[src/rtl/inst_fetch_unit_pkg.sv]
// rtl/inst_fetch_unit_pkg.sv - shared fetch-stage types and constants
package inst_fetch_unit_pkg;

  typedef enum logic [1:0] {
    S_REQ  = 2'd0,
    S_WAIT = 2'd1,
    S_FULL = 2'd2
  } fetch_state_e;

  localparam logic [31:0] NOP              = 32'h0000_0013;
  localparam logic [31:0] RESET_PC_DEFAULT = 32'h0000_0000;

endpackage

[src/rtl/fetch_skid_buf.sv]
// rtl/fetch_skid_buf.sv - 1-entry {inst, pc} holding register with load/unload/flush
module fetch_skid_buf (
  input  logic        clk,
  input  logic        rst,
  input  logic        load,
  input  logic        unload,
  input  logic        flush,
  input  logic [31:0] load_inst,
  input  logic [31:0] load_pc,
  output logic        valid,
  output logic [31:0] inst,
  output logic [31:0] pc
);

  always_ff @(posedge clk or negedge rst) begin
    if (!rst) begin
      valid <= 1'b0;
      inst  <= 32'd0;
      pc    <= 32'd0;
    end else if (flush) begin
      valid <= 1'b0;
    end else if (load) begin
      valid <= 1'b1;
      inst  <= load_inst;
      pc    <= load_pc;
    end else if (unload) begin
      valid <= 1'b0;
    end
  end

endmodule

[src/rtl/inst_fetch_unit.sv]
// rtl/inst_fetch_unit.sv - single-outstanding instruction fetch stage with output register and skid buffer
module inst_fetch_unit
  import inst_fetch_unit_pkg::*;
#(
  parameter logic [31:0] RESET_PC = RESET_PC_DEFAULT
) (
  input  logic        clk,
  input  logic        rst,
  output logic        imem_req_valid,
  input  logic        imem_req_ready,
  output logic [31:0] imem_req_addr,
  input  logic        imem_resp_valid,
  input  logic [31:0] imem_resp_data,
  input  logic        stall,
  input  logic        redirect_valid,
  input  logic [31:0] redirect_target,
  output logic        inst_valid,
  output logic [31:0] inst,
  output logic [31:0] pc,
  output logic [31:0] pc_plus4,
  output logic        misalign_err
);

  fetch_state_e state, state_n;
  logic [31:0]  fetch_pc, req_pc;
  logic         drop, drop_n;
  logic         consume, req_fire;
  logic         resp_to_out, skid_load, skid_to_out;
  logic         skid_valid;
  logic [31:0]  skid_inst, skid_pc;

  assign consume        = inst_valid & ~stall;
  assign imem_req_valid = (state == S_REQ);
  assign imem_req_addr  = fetch_pc;
  assign req_fire       = imem_req_valid & imem_req_ready;

  always_ff @(posedge clk or negedge rst) begin
    if (!rst) state <= S_REQ;
    else      state <= state_n;
  end

  always_comb begin
    state_n     = state;
    drop_n      = drop;
    resp_to_out = 1'b0;
    skid_load   = 1'b0;
    skid_to_out = 1'b0;
    case (state)
      S_REQ: begin
        // A request accepted alongside a redirect belongs to the old path.
        if (req_fire) begin
          state_n = S_WAIT;
          drop_n  = redirect_valid;
        end
      end
      S_WAIT: begin
        if (redirect_valid) begin
          if (imem_resp_valid) begin
            state_n = S_REQ;
            drop_n  = 1'b0;
          end else begin
            drop_n  = 1'b1;
          end
        end else if (imem_resp_valid) begin
          state_n = S_REQ;
          if (drop) begin
            drop_n = 1'b0;
          end else if (!inst_valid || consume) begin
            resp_to_out = 1'b1;
          end else begin
            skid_load = 1'b1;
            state_n   = S_FULL;
          end
        end
      end
      S_FULL: begin
        if (redirect_valid) begin
          state_n = S_REQ;
        end else if (consume && skid_valid) begin
          skid_to_out = 1'b1;
          state_n     = S_REQ;
        end
      end
      default: state_n = S_REQ;
    endcase
  end

  always_ff @(posedge clk or negedge rst) begin
    if (!rst) begin
      drop     <= 1'b0;
      fetch_pc <= RESET_PC;
      req_pc   <= 32'd0;
    end else begin
      drop <= drop_n;
      if (req_fire) req_pc <= fetch_pc;
      if (redirect_valid)  fetch_pc <= {redirect_target[31:2], 2'b00};
      else if (req_fire)   fetch_pc <= fetch_pc + 32'd4;
    end
  end

  always_ff @(posedge clk or negedge rst) begin
    if (!rst) begin
      inst_valid   <= 1'b0;
      inst         <= 32'd0;
      pc           <= 32'd0;
      pc_plus4     <= 32'd4;
      misalign_err <= 1'b0;
    end else begin
      misalign_err <= redirect_valid & (|redirect_target[1:0]);
      if (redirect_valid) begin
        inst_valid <= 1'b0;
      end else if (resp_to_out) begin
        inst_valid <= 1'b1;
        inst       <= imem_resp_data;
        pc         <= req_pc;
        pc_plus4   <= req_pc + 32'd4;
      end else if (skid_to_out) begin
        inst_valid <= 1'b1;
        inst       <= skid_inst;
        pc         <= skid_pc;
        pc_plus4   <= skid_pc + 32'd4;
      end else if (consume) begin
        inst_valid <= 1'b0;
      end
    end
  end

  fetch_skid_buf u_skid (
    .clk       (clk),
    .rst       (rst),
    .load      (skid_load),
    .unload    (skid_to_out),
    .flush     (redirect_valid),
    .load_inst (imem_resp_data),
    .load_pc   (req_pc),
    .valid     (skid_valid),
    .inst      (skid_inst),
    .pc        (skid_pc)
  );

endmodule

[config.mk]
export PLATFORM = sky130hd
export DESIGN_NAME = inst_fetch_unit
export DESIGN_NICKNAME = d
export VERILOG_FILES = /design/src/rtl/inst_fetch_unit_pkg.sv /design/src/rtl/fetch_skid_buf.sv /design/src/rtl/inst_fetch_unit.sv
export SDC_FILE = /design/constraint.sdc
export NUM_CORES = 1
export LEC_CHECK = 0
export CAP_MARGIN = 10
export CORE_MARGIN = 2
export CORE_UTILIZATION = 44
export CTS_CLUSTER_DIAMETER = 30
export CTS_CLUSTER_SIZE = 10
export DETAILED_ROUTE_END_ITERATION = 12
export HOLD_SLACK_MARGIN = 0.08
export PLACE_DENSITY = 0.69
export SLEW_MARGIN = 10
export SYNTH_ARGS = -nofsm -noshare
export SYNTH_HDL_FRONTEND = slang
export SYNTH_SLANG_ARGS = --single-unit
[constraint.sdc]
create_clock -name clk -period 3.85 [get_ports clk]
set_input_delay 0.385 -clock clk [delete_from_list [all_inputs] [get_ports clk]]
set_output_delay 0.385 -clock clk [all_outputs]
set_load 0.05 [all_outputs]
==> results.txt, run 1 <==
The library cell used most frequently in the layout, excluding fill and tap cells, is sky130_fd_sc_hd__nand2_1. Setup violations remaining at the end of the flow were counted as 0. For this configuration, the core starts out at a cell density of 44.9%.

The number of cells on the worst reg-to-reg path is 8. Yosys mapped a number of flops with a built-in enable equal to 0. Of all cell types, the one taking the most synthesized area is sky130_fd_sc_hd__dfrtp_1. Of the post-synthesis cell area, the dominant cell type holds 50.0%. Setup repair after global routing left no endpoint under its margin. Summing over every cut layer, the via total after detailed routing is 9314. Along the worst path, the maximum fanout reaches 77.

The floorplan step defined a core boundary enclosing 24400 µm². In the layout the commonest cells are 285 x sky130_fd_sc_hd__nand2_1, 219 x sky130_fd_sc_hd__dfrtp_1, 192 x sky130_fd_sc_hd__clkdlybuf4s50_1. The first TritonRoute pass finished after 5 iterations.

The number of standard cells in the layout, taps in and fillers out came out at 1689. For this design, the sink count on the clock tree is 220. The clock-pin slew reported for the worst setup and hold paths after clock tree synthesis is 0.05 ns, and the maximum number of pins on one net before global-route repair is 137. The post-synthesis area per instance is 9.51 µm². For this run, the number of Yosys warnings is 0. Number of gates given a new drive strength after cts: 0. The worst setup path is launched from a register.

For the total inserted antenna cells, the log shows 0. The endpoint identified for the worst register-to-register timing path is pc_plus4[11]. Of the synthesized area, sequential elements account for 50.3%. At the end of the flow, the number of nets in the layout was 1404. The tools report the sum of routed wire length over all layers as 30200 µm.

The floorplan die height came out at 162 µm. The die covers 26200 µm². For the number of levels in the clock H-tree, the log shows 2. Measured against its own limit, the worst slew margin works out to 30.9%. TritonCTS built the clock tree. The synthesized netlist occupies a cell area of 11000 µm².

The completed layout was analyzed and its total power is 11500 µW. Aggregate global-route resource usage: 23.1%. The worst hold path passes through 2 cells. By area the synthesized netlist is led by sky130_fd_sc_hd__dfrtp_1 50%, sky130_fd_sc_hd__nand2_1 9.8%, sky130_fd_sc_hd__mux2_2 6.3%.

The horizontal extent of the die came out at 162 µm. Data on the critical path arrives at its endpoint at 3.39 ns. In the synthesized netlist the dominant register cell turns out to be sky130_fd_sc_hd__dfrtp_1. In this run the clock root is driven by a sky130_fd_sc_hd__clkbuf_16. In this run, the number of DRC markers left after iteration 0 of detailed routing was 736.

Number of pins exceeding their max-slew limit in the final report: 0. Synthesized instance count: 1152. The worst register-to-register path begins at state[0]. The synthesized netlist contains 70 unique library cells.

The worst hold path startpoint was redirect_valid. Global routing finished with a remaining overflow of 0. The number of buffer cells added on primary ports was 194; the average detailed-routed wire length per instance was 17.9 µm. In this run, synthesis produced a sequential element count of 220. The first global-routing pass estimated 49300 µm of wire. Static timing analysis puts the maximum clock frequency at 333 MHz. For this run, asynchronously set or reset flops after synthesis account for 100%. The number of antenna violations at the first check in global routing came out at 0. Final clock period utilization by the worst path: 78.0%. The core utilization of the finished layout was 60.3%. In this run the core area contains 57 standard-cell rows.

Of the cells placed in the final design, the portion with a size suffix greater than 1 is 13.6%. The clock tree buffer depth was 3. 201 I/O pins were placed.

For the estimated wirelength of the detail-placed design, the log shows 20300 µm. The worst hold path terminates at inst_valid. Maximum vdd ir drop: 0.396 mV. The tools report the routability congestion estimate as 0.877. The post-CTS setup repair buffer count was 0.

In this run the worst hold path is classified as in2reg. In this run, CTS created clock tree buffers numbering 44. The critical path in this run is classified as reg2reg. The logs give 0.0181 ns for the worst setup skew after layout and 4.24 ns for the data required time of the critical path. The final antenna-violating net count was 0; the detail-routed via count per cell was 5.51. The later pin in the worst-skew pair is clocked with a latency of 0.52 ns. Counting tap cells, the placed design contains a total of 1609 instances.

The actual slew at the worst max-slew pin came out at 1.04 ns. The worst setup path is captured at a register. The run finished with clean final reports. For the number of max-cap violations, the log shows 0.

For this design the static power due to leakage is 0.00652 µW. Summed over all failing endpoints, the final setup total negative slack is 0 ns. Dividing total power by cell area gives a power density of 784 nW/µm². The setup slack of the worst register-to-register path is 0.85 ns, and the time the final worst path needs with I/O delays and setup is 3.00 ns.

For this run, design rule violations remaining after detail routing come to 0. For the number of global-route vias before repair, the log shows 9307. For the final-report hold violation count, the log shows 0.

Relative to the synthesized area, the layout overhead comes to 34.2%.
[per-layer routing]
layer / GRT usage (%) / share of wire, %
met1: 33.1 / 45
met2: 35.1 / 44
met3: 6.03 / 9.0
met4: 6.11 / 1.5
met5: 0 / 0
[power breakdown]
part / internal (µW) / switching [µW] / total, µW / leakage (µW)
clock: 2810 / 1170 / 3980 / 0.000788
combinational: 1360 / 2520 / 3880 / 0.00299
sequential: 2990 / 667 / 3660 / 0.00275
[state kept, by name, summed over array words and instances (netlist names), 2 cells and up]
| register | cells |
|---|---|
| inst | 32 |
| state | 2 |
| imem_req_addr | 30 |
| req_pc | 30 |
| pc_plus4 | 30 |
| pc | 30 |
| u_skid.pc | 30 |
| u_skid.inst | 32 |
[cells in the mapped netlist (2+ instances only)]
cell / instances
sky130_fd_sc_hd__a211oi_1: 2
sky130_fd_sc_hd__a21o_1: 2
sky130_fd_sc_hd__a21oi_1: 21
sky130_fd_sc_hd__a21oi_2: 2
sky130_fd_sc_hd__a221o_1: 8
sky130_fd_sc_hd__a22oi_1: 7
sky130_fd_sc_hd__a31oi_1: 55
sky130_fd_sc_hd__a32oi_1: 3
sky130_fd_sc_hd__and2_1: 5
sky130_fd_sc_hd__and3_1: 22
sky130_fd_sc_hd__and4_1: 6
sky130_fd_sc_hd__buf_1: 3
sky130_fd_sc_hd__buf_2: 31
sky130_fd_sc_hd__buf_4: 8
sky130_fd_sc_hd__clkbuf_1: 45
sky130_fd_sc_hd__dfrtp_1: 219
sky130_fd_sc_hd__ha_1: 2
sky130_fd_sc_hd__inv_1: 10
sky130_fd_sc_hd__mux2_2: 61
sky130_fd_sc_hd__mux2i_1: 20
sky130_fd_sc_hd__nand2_1: 285
sky130_fd_sc_hd__nand3_1: 25
sky130_fd_sc_hd__nand3b_1: 2
sky130_fd_sc_hd__nand4_1: 25
sky130_fd_sc_hd__nor2_1: 82
sky130_fd_sc_hd__nor2b_1: 2
sky130_fd_sc_hd__nor3_1: 7
sky130_fd_sc_hd__nor3_2: 2
sky130_fd_sc_hd__nor4_1: 7
sky130_fd_sc_hd__nor4_2: 3
sky130_fd_sc_hd__o211ai_1: 8
sky130_fd_sc_hd__o21ai_0: 52
sky130_fd_sc_hd__o21ai_1: 8
sky130_fd_sc_hd__o22ai_1: 2
sky130_fd_sc_hd__or3_1: 6
sky130_fd_sc_hd__or4_1: 4
sky130_fd_sc_hd__xnor2_1: 33
sky130_fd_sc_hd__xor2_1: 35
[worst max-delay path, cell delays in order (launching register included)]
cell and delay [ns]:
sky130_fd_sc_hd__dfrtp_1 0.47, sky130_fd_sc_hd__and4bb_1 0.30, sky130_fd_sc_hd__nand2_4 0.07, sky130_fd_sc_hd__buf_4 0.64, sky130_fd_sc_hd__buf_4 0.57, sky130_fd_sc_hd__and3_1 0.24
sky130_fd_sc_hd__o21ai_1 0.10, sky130_fd_sc_hd__xnor2_1 0.16, sky130_fd_sc_hd__a221o_1 0.29
[how the worst max path moves through the flow]
stage | from | endpoint | slack [ns] | depth (start not counted)
after floorplan | inst_valid | pc_plus4[26] | 0.48 | 15
after global placement | imem_resp_valid | pc_plus4[11] | 0.51 | 9
after detailed placement | stall | pc_plus4[11] | 0.46 | 9
after CTS | state[0] | pc_plus4[11] | 0.90 | 8
after global routing | state[1] | pc_plus4[11] | 0.70 | 8
final | state[0] | pc_plus4[11] | 0.85 | 8
[metrics by stage]
step	cell area, µm²	worst slack [ns]	hold WS [ns]
6_report	14700	0.849	0.193
5_1_grt	14700	0.696	0.208
4_1_cts	14700	0.901	0.184
3_5_place_dp	13100	0.464	0.468
3_3_place_gp	13100	0.510	0.462
2_1_floorplan	11000	0.476	0.0894
[area by class of cell]
class	count	area, µm²
clock buffer	61	1310
fill	2050	9690
clock inverter	18	269
multi-input combinational	840	5050
sequential	220	5510
inverter	10	37.5
tap	324	405
timing repair buffer	216	2120
[repair_timing]
| action | in CTS | in global routing |
|---|---|---|
| endpoints found under the setup margin | 0 | 0 |
| hold buffers | 1 | 0 |
| hold endpoints to repair | 37 | 0 |
[kinds of logic (layout without fill, tap and decap cells)]
group / Yosys count / count (layout) / share of synthesized area, %
mux: 82 / 82 / 8.23
compound gates: 188 / 188 / 11.2
simple gates: 494 / 494 / 20.6
flops: 220 / 220 / 50.3
fa+ha+maj: 2 / 2 / 0.228
buf+inv: 97 / 305 / 3.95
other cells: 1 / 6 / 0.0342
xor+xnor: 68 / 68 / 5.44
(Power assumes the default switching activity.)
==> run 2: changes to the inputs <==
- clock period: 3.85 -> 3.1 ns (I/O delays scaled with it)
==> run 2 against run 1 <==
Against the previous run:
- maximum frequency increased by 4.6%
- combinational power increased by 26%
- sequential share of layout area decreased by 0.94 points
- final cell count increased by 1.5%
- die area unchanged
- register-to-register slack got worse by 0.62 ns
- highest routed layer unchanged
==> results.txt, run 2 (synthesis results as in run 1) <==
The flow ran to the end, and the final reports show no timing, DRC or antenna violations. The number of buffer cells added on primary ports is 194 (unchanged), and the filler cell count is 2069 (+0.93%). The static power due to leakage was 0.00671 µW (+2.9%). For the area of the core, the log shows 24400 µm² (unchanged). The initial DRC count is 672 (-8.7%), and the number of setup violations in the final report is 0 (unchanged). The critical path goes through nand4bb_4, nor2_4, mux2i_1, inv_1, ha_1, inv_1, nor4_2, a32oi_2, buf_4, nor4_1, mux2i_1, o211ai_1.

The count of vias placed by the detailed router is 9444 (+1.4%), and the post-CTS setup repair buffer count is 0 (unchanged). The final antenna-violating net count was 0 (unchanged); the clock-pin slew reported for the worst setup and hold paths after clock tree synthesis was 0.04 ns (about the same). The switching part of the total power was 37.4% (-0.47 points).

The worst hold path belongs to the class in2reg. The estimated wirelength of the detail-placed design was 20500 µm (+1.3%); the number of placement rows was 57 (unchanged). The maximum fanout count along the critical path was 8 (-90%); the proportion of power drawn by the clock network was 36.7% (+2.1 points). The cell count of the worst reg-to-reg path was 12 (+4); the time the final worst path needs with I/O delays and setup was 2.87 ns (-0.133 ns). The number of global-route vias before repair is 9495 (+2.0%).

The sum of routed wire length over all layers is 30900 µm (+2.3%). The run gives 0.330 ns (+0.136 ns) as the worst hold slack across all endpoints. The largest registers in the layout are inst: 32 flops, u_skid.inst: 32 flops. The floorplan die height is 162 µm (unchanged), and the tightest slew margin relative to the limit is 55.3% (+24 points).

The run gives 9300 µW (+30%) as the internal power of the cells. The proportion of power drawn by flip-flops and latches is 30.5% (-1.3 points), and the maximum number of pins on one net before global-route repair is 81 (-41%). The core utilization of the finished layout is 61.8% (+1.6 points), and the layout-stage area growth over the synthesis result is 37.7%. The global-route track usage on met2 came out at 36.6% (+1.5 points). The net switching power figure came out at 5560 µW (+27%). TritonCTS built the clock tree. Worst hold path startpoint: redirect_target[28]. The final-report hold violation count was 0 (unchanged). Number of levels in the clock H-tree: 2 (unchanged).

The detail-routed via count per cell is 5.51 (-0.14%). The run gives 50 (+14%) as the clock buffer count from CTS. Leaving out fill and tap cells, the most frequent cells in the layout are 285 x sky130_fd_sc_hd__nand2_1, 218 x sky130_fd_sc_hd__dfrtp_1, 192 x sky130_fd_sc_hd__clkdlybuf4s50_1.

For the clock tree buffer depth, the log shows 3 (unchanged). The tools report the clock latency of the later-clocked register in the worst-skew pair as 0.53 ns (about the same). The top-level port count is 201 (unchanged).

The critical path's largest stage delay is 0.39 ns (-0.25 ns). In this run the critical register-to-register path is launched from drop. The arrival time of the worst setup path is 3.26 ns (-0.13 ns). The most common cell after layout, fill and taps aside was sky130_fd_sc_hd__nand2_1.

The horizontal extent of the die was 162 µm (unchanged); the die outline area was 26200 µm² (unchanged). The starting density of the core is 44.9% (unchanged). For the total inserted antenna cells, the log shows 0 (unchanged). Setup repair after global routing left no endpoint under its margin. Number of pins exceeding their max-slew limit in the final report: 0 (unchanged).

The total DRC errors in the routed layout was 0 (unchanged); the first-pass GRT wire length was 50300 µm (+2.1%). The first-pass iteration count of the detailed router was 5 (unchanged). The relative contribution of combinational cells to total power is 32.8% (-0.9 points). The power density normalized to cell area came out at 985 nW/µm² (+26%). The met1 usage in global routing was 33.5% (+0.39 points); the slack of the critical path was 0.232 ns (-0.617 ns). The tree is rooted in a sky130_fd_sc_hd__clkbuf_16. The endpoint kind of the worst setup timing path was a register.

In this run the most used layer during global routing was met2. The final clock period utilization by the worst path works out to 92.5% (+15 points). The worst setup path is launched from a register.

The worst hold path stage count works out to 3 (+1). The achievable frequency came out at 349 MHz (+4.6%). Number of antenna violations at the first check in global routing: 0 (unchanged).

The aggregate global-route resource usage was 23.7% (+0.52 points); the met3 track demand over resource was 5.34% (-0.69 points). For the number of nets in the layout, the log shows 1425 (+1.5%). The pre-CTS worst setup slack was -0.260 ns (-0.724 ns). The run gives 0 (unchanged) as the global-route congestion overflow total. The number of clock sinks seen by CTS is 220 (unchanged), and the fraction of layout cells with a size suffix above 1 is 15.4% (+1.8 points). The run gives 0 (unchanged) as the number of max-cap violations. The maximum vdd ir drop came out at 0.529 mV (+34%). The cell with the biggest individual delay on the critical path was sky130_fd_sc_hd__dfrtp_1.

The actual slew at the worst max-slew pin was 0.670 ns (-0.366 ns). The data required time of the critical path was 3.50 ns (-0.74 ns). The worst setup skew after layout was 0.0179 ns (-0.000283 ns); the routability congestion estimate was 0.915 (+4.3%). The most critical setup path has its startpoint at drop.

Average detailed-routed wire length per instance: 18.0 µm (+0.72%). The path type of the worst setup path was reg2reg.
## run 2: cell types whose count changed in the layout (fill, tap and decap cells not counted), sizes merged
cell,change
clkbuf,+7
clkinvlp,+4
inv,-1
buf,+15
clkinv,+1
## run 2: metrics by stage
| stage | TNS (ns) | area (µm²) | cells | power (µW) |
|---|---|---|---|---|
| 3_5_place_dp | -1.35 | 13300 | 1624 | 9420 |
| 4_1_cts | 0 | 15100 | 1715 | 15000 |
| 3_3_place_gp | -0.816 | 13300 | 1624 | 9360 |
| 5_1_grt | 0 | 15100 | 1715 | 15500 |
| 6_report | 0 | 15100 | 1715 | 14900 |
| 2_1_floorplan | 0 | 11000 | 1157 | 7500 |
## run 2: worst paths after layout
path | to | slack [ns]
hold / removal | imem_req_addr[28] | 0.33
hold reg to reg | pc_plus4[3] | 0.50
setup / recovery | pc_plus4[26] | 0.23
max in group asynchronous | pc_plus4[2] | 1.83
min in group asynchronous | u_skid.inst[27] | 0.35
setup reg to reg | pc_plus4[26] | 0.23
## run 2: layer usage
| metal | share of wire, % | up-vias |
|---|---|---|
| met3 | 8.3 | 55 |
| met2 | 45 | 407 |
| met1 | 45 | 4580 |
| met4 | 1.9 | 0 |
| li1 | - | 4402 |
| met5 | 0 | - |
## run 2: power groups by stage
stage	sequential [µW]	clock, µW	combinational, µW
global route	4640	5690	5140
global placement	4520	0	4840
finish	4530	5450	4870
detailed placement	4550	0	4870
CTS	4520	5530	4900
floorplan	6330	0	1180
## run 2: repair_timing
item / CTS / global route
endpoints found under the hold margin: 77 / 0
hold buffers: 1 / 0
resized for setup: 0 / 1
endpoints found under the setup margin: 0 / 6
## run 2: area by class of cell
| class | instances | area [µm²] | area share [%] |
|---|---|---|---|
| Timing Repair Buffer | 231 | 2280 | 15.2 |
| Inverter | 10 | 37.5 | 0.249 |
| Tap cell | 324 | 405 | 2.69 |
| Clock inverter | 22 | 295 | 1.96 |
| Multi-Input combinational cell | 840 | 5060 | 33.6 |
| Sequential cell | 220 | 5510 | 36.5 |
| Clock buffer | 68 | 1480 | 9.83 |
## run 2: worst max-delay path: cells and delay by family (launching register included)
family | cells | cell delay [ns]
buf+inv | 3 | 0.43
flops | 1 | 0.39
compound gates | 2 | 0.31
fa+ha+maj | 1 | 0.18
mux | 2 | 0.34
simple gates | 4 | 1.08
==> run 3: changes to the inputs <==
- CORE_MARGIN: 2 -> 3
- clock period: 3.1 -> 3.6 ns (I/O delays scaled with it)
==> run 3 against run 2 <==
Against the previous run:
- total power shrank 16%
- worst setup slack gained 0.45 ns
- global-route usage shrank 1.2 points
- sequential power shrank 14%
- non-clock buffer count shrank 13
- critical path depth is the same
- first-iteration DRC count grew 30%
- final cell count shrank 0.93%
==> results.txt, run 3 (synthesis results as in run 1) <==
The critical path is of the reg2reg type. The area of all placed cells without fillers is 14800 µm² (-1.7%), and the first-pass GRT wire length is 49100 µm (-2.3%). The worst hold slack across all endpoints was 0.394 ns (+0.0639 ns). The power density normalized to cell area was 844 nW/µm² (-14%); the number of max-cap violations was 0 (unchanged). The area of combinational cells with multiple inputs was 5050 µm² (-0.27%); the number of standard cells in the layout, taps in and fillers out was 1699 (-0.93%). The logs give 0.68 ns (+0.45 ns) for the setup slack of the worst register-to-register path and 0 (unchanged) for the post-CTS setup repair buffer count.

Initial DRC count: 876 (+30%). The count of vias placed by the detailed router came out at 9255 (-2.0%). The horizontal extent of the die was 164 µm (+1.2%); the number of levels in the clock H-tree was 2 (unchanged). The placement-stage cell area was 13200 µm² (-0.98%); the detail-routed via count per cell was 5.45 (-1.1%).

The run gives 0.53 ns (about the same) as the clock latency of the later-clocked register in the worst-skew pair. The startpoint identified for the worst hold timing path is redirect_target[28]. The run gives 2046 (-1.1%) as the filler cell count.

The core utilization of the finished layout is 60.7% (-1.1 points). The tools report the final-layout setup total negative slack as 0 ns (unchanged). The final clock period utilization by the worst path came out at 81.1% (-11 points). The worst hold path stage count was 3 (unchanged).

The tools report the starting density of the core as 44.9% (unchanged). The tools report the maximum number of pins on one net before global-route repair as 93 (+15%). The area of the core is 24400 µm² (unchanged), and the tightest slew margin relative to the limit is 35.0% (-20 points). The achievable frequency came out at 342 MHz (-1.8%).

Critical register-to-register path endpoint: pc_plus4[26]. The die outline area is 26800 µm² (+2.5%). Number of placement rows: 57 (unchanged). For the static power due to leakage, the log shows 0.00655 µW (-2.4%). The largest registers in the layout are inst: 32 flops, u_skid.inst: 32 flops.

The total inserted antenna cells was 0 (unchanged). The tools report the startpoint kind of the worst setup timing path as a register. The clock buffer count from CTS is 47 (-6.0%). The final-report hold violation count was 0 (unchanged). The number of setup violations in the final report was 0 (unchanged). The clock tree buffer depth is 3 (unchanged).

The worst register-to-register path begins at state[1]. The maximum fanout count along the critical path works out to 11 (+3). In this run the worst setup path begins at state[1]. The number of pins exceeding their max-slew limit in the final report is 0 (unchanged).

First-pass iteration count of the detailed router: 6 (+1). The average detailed-routed wire length per instance is 17.9 µm (-0.88%). The time the final worst path needs with I/O delays and setup works out to 2.92 ns (+0.0529 ns). The top-level port count came out at 201 (unchanged).

Setup repair after global routing left no endpoint under its margin. The flow ran to the end, and the final reports show no timing, DRC or antenna violations. TritonCTS built the clock tree. The run gives 220 (unchanged) as the number of clock sinks seen by CTS. The routability congestion estimate is 0.885 (-3.2%).

The arrival time of the worst setup path was 3.29 ns (+0.03 ns); the fraction of layout cells with a size suffix above 1 was 13.8% (-1.6 points). For the maximum vdd ir drop, the log shows 0.502 mV (-5.1%). The run gives 0 (unchanged) as the final antenna-violating net count. The number of antenna violations at the first check in global routing was 0 (unchanged). The logs give 5510 µm² (about the same) for the area taken by flip-flops and latches and 9461 (-0.36%) for the number of global-route vias before repair. The endpoint kind of the worst setup timing path was a register.

In the layout the commonest cells are 285 x sky130_fd_sc_hd__nand2_1, 219 x sky130_fd_sc_hd__dfrtp_1, 192 x sky130_fd_sc_hd__clkdlybuf4s50_1. The global-route congestion overflow total was 0 (unchanged); the floorplan die height was 164 µm (+1.2%). The min-delay analysis places its worst path in the category in2reg. The clock-pin slew reported for the worst setup and hold paths after clock tree synthesis is 0.05 ns (about the same). The total DRC errors in the routed layout was 0 (unchanged); the actual slew at the worst max-slew pin was 0.975 ns (+0.304 ns). The layout-stage area growth over the synthesis result is 35.3%. The data required time of the critical path is 3.96 ns (+0.46 ns), and the worst setup skew after layout is 0.0205 ns (+0.00261 ns). The run gives 30300 µm (-1.8%) as the sum of routed wire length over all layers.

The run gives 22.5% (-1.2 points) as the aggregate global-route resource usage. The cell count of the worst reg-to-reg path came out at 12 (unchanged). The endpoint with the worst hold slack is imem_req_addr[28].

The logs give 20000 µm (-2.5%) for the estimated wirelength of the detail-placed design and 1409 (-1.1%) for the number of nets in the layout. The number of cells in the design after placement was 1611 (-0.80%); the number of buffer cells added on primary ports was 194 (unchanged). The clock root buffer was sky130_fd_sc_hd__clkbuf_16. The most common cell after layout, fill and taps aside is sky130_fd_sc_hd__nand2_1.
## run 3: metal layers
| metal | wire length [µm] | GRT usage (%) |
|---|---|---|
| met3 | 2520 | 5.32 |
| met5 | 0 | 0 |
| met1 | 13900 | 32.0 |
| met4 | 555 | 6.92 |
| met2 | 13400 | 34.1 |
## run 3: critical path: stages (launching register included)
cell and delay, ns:
sky130_fd_sc_hd__dfrtp_1 0.45, sky130_fd_sc_hd__nand4bb_4 0.26, sky130_fd_sc_hd__nor2_4 0.18, sky130_fd_sc_hd__mux2i_1 0.11, sky130_fd_sc_hd__inv_1 0.09, sky130_fd_sc_hd__ha_1 0.16
sky130_fd_sc_hd__inv_1 0.07, sky130_fd_sc_hd__nor4_1 0.45, sky130_fd_sc_hd__a32oi_1 0.11, sky130_fd_sc_hd__buf_4 0.21, sky130_fd_sc_hd__nor4_1 0.33, sky130_fd_sc_hd__mux2i_1 0.23
sky130_fd_sc_hd__o211ai_1 0.11
## run 3: layout make-up
type,count,area share (%)
multi-input combinational,840,34.1
timing repair buffer,218,14.6
tap,324,2.74
clock inverter,23,2.32
sequential,220,37.2
clock buffer,64,8.84
inverter,10,0.253
## run 3: where the power goes
group	internal (µW)	leakage, µW	total (µW)	switching (µW)
Combinational	1450	0.00300	4150	2700
Sequential	3200	0.00275	3910	717
Clock	3110	0.000801	4440	1330
Total	7760	0.00655	12500	4750
## run 3: through the flow
step | total power (µW) | setup WS (ns)
after detailed placement | 8090 | 0.365
after CTS | 12600 | 0.699
after global routing | 13000 | 0.476
after floorplan | 6460 | 0.226
final | 12500 | 0.679
after global placement | 8050 | 0.462
## run 3: how the worst max path moves through the flow
stage / endpoint / slack (ns) / depth (start not counted)
finish: pc_plus4[26] / 0.68 / 12
global placement: pc_plus4[26] / 0.46 / 13
detailed placement: pc_plus4[26] / 0.36 / 13
CTS: pc_plus4[26] / 0.70 / 12
floorplan: pc_plus4[26] / 0.23 / 15
global route: pc_plus4[26] / 0.48 / 12
## run 3: timing repair
item,CTS,global route
hold endpoints to repair,88,0
endpoints found under the setup margin,0,0
hold buffers,1,0
gates resized for setup,0,0
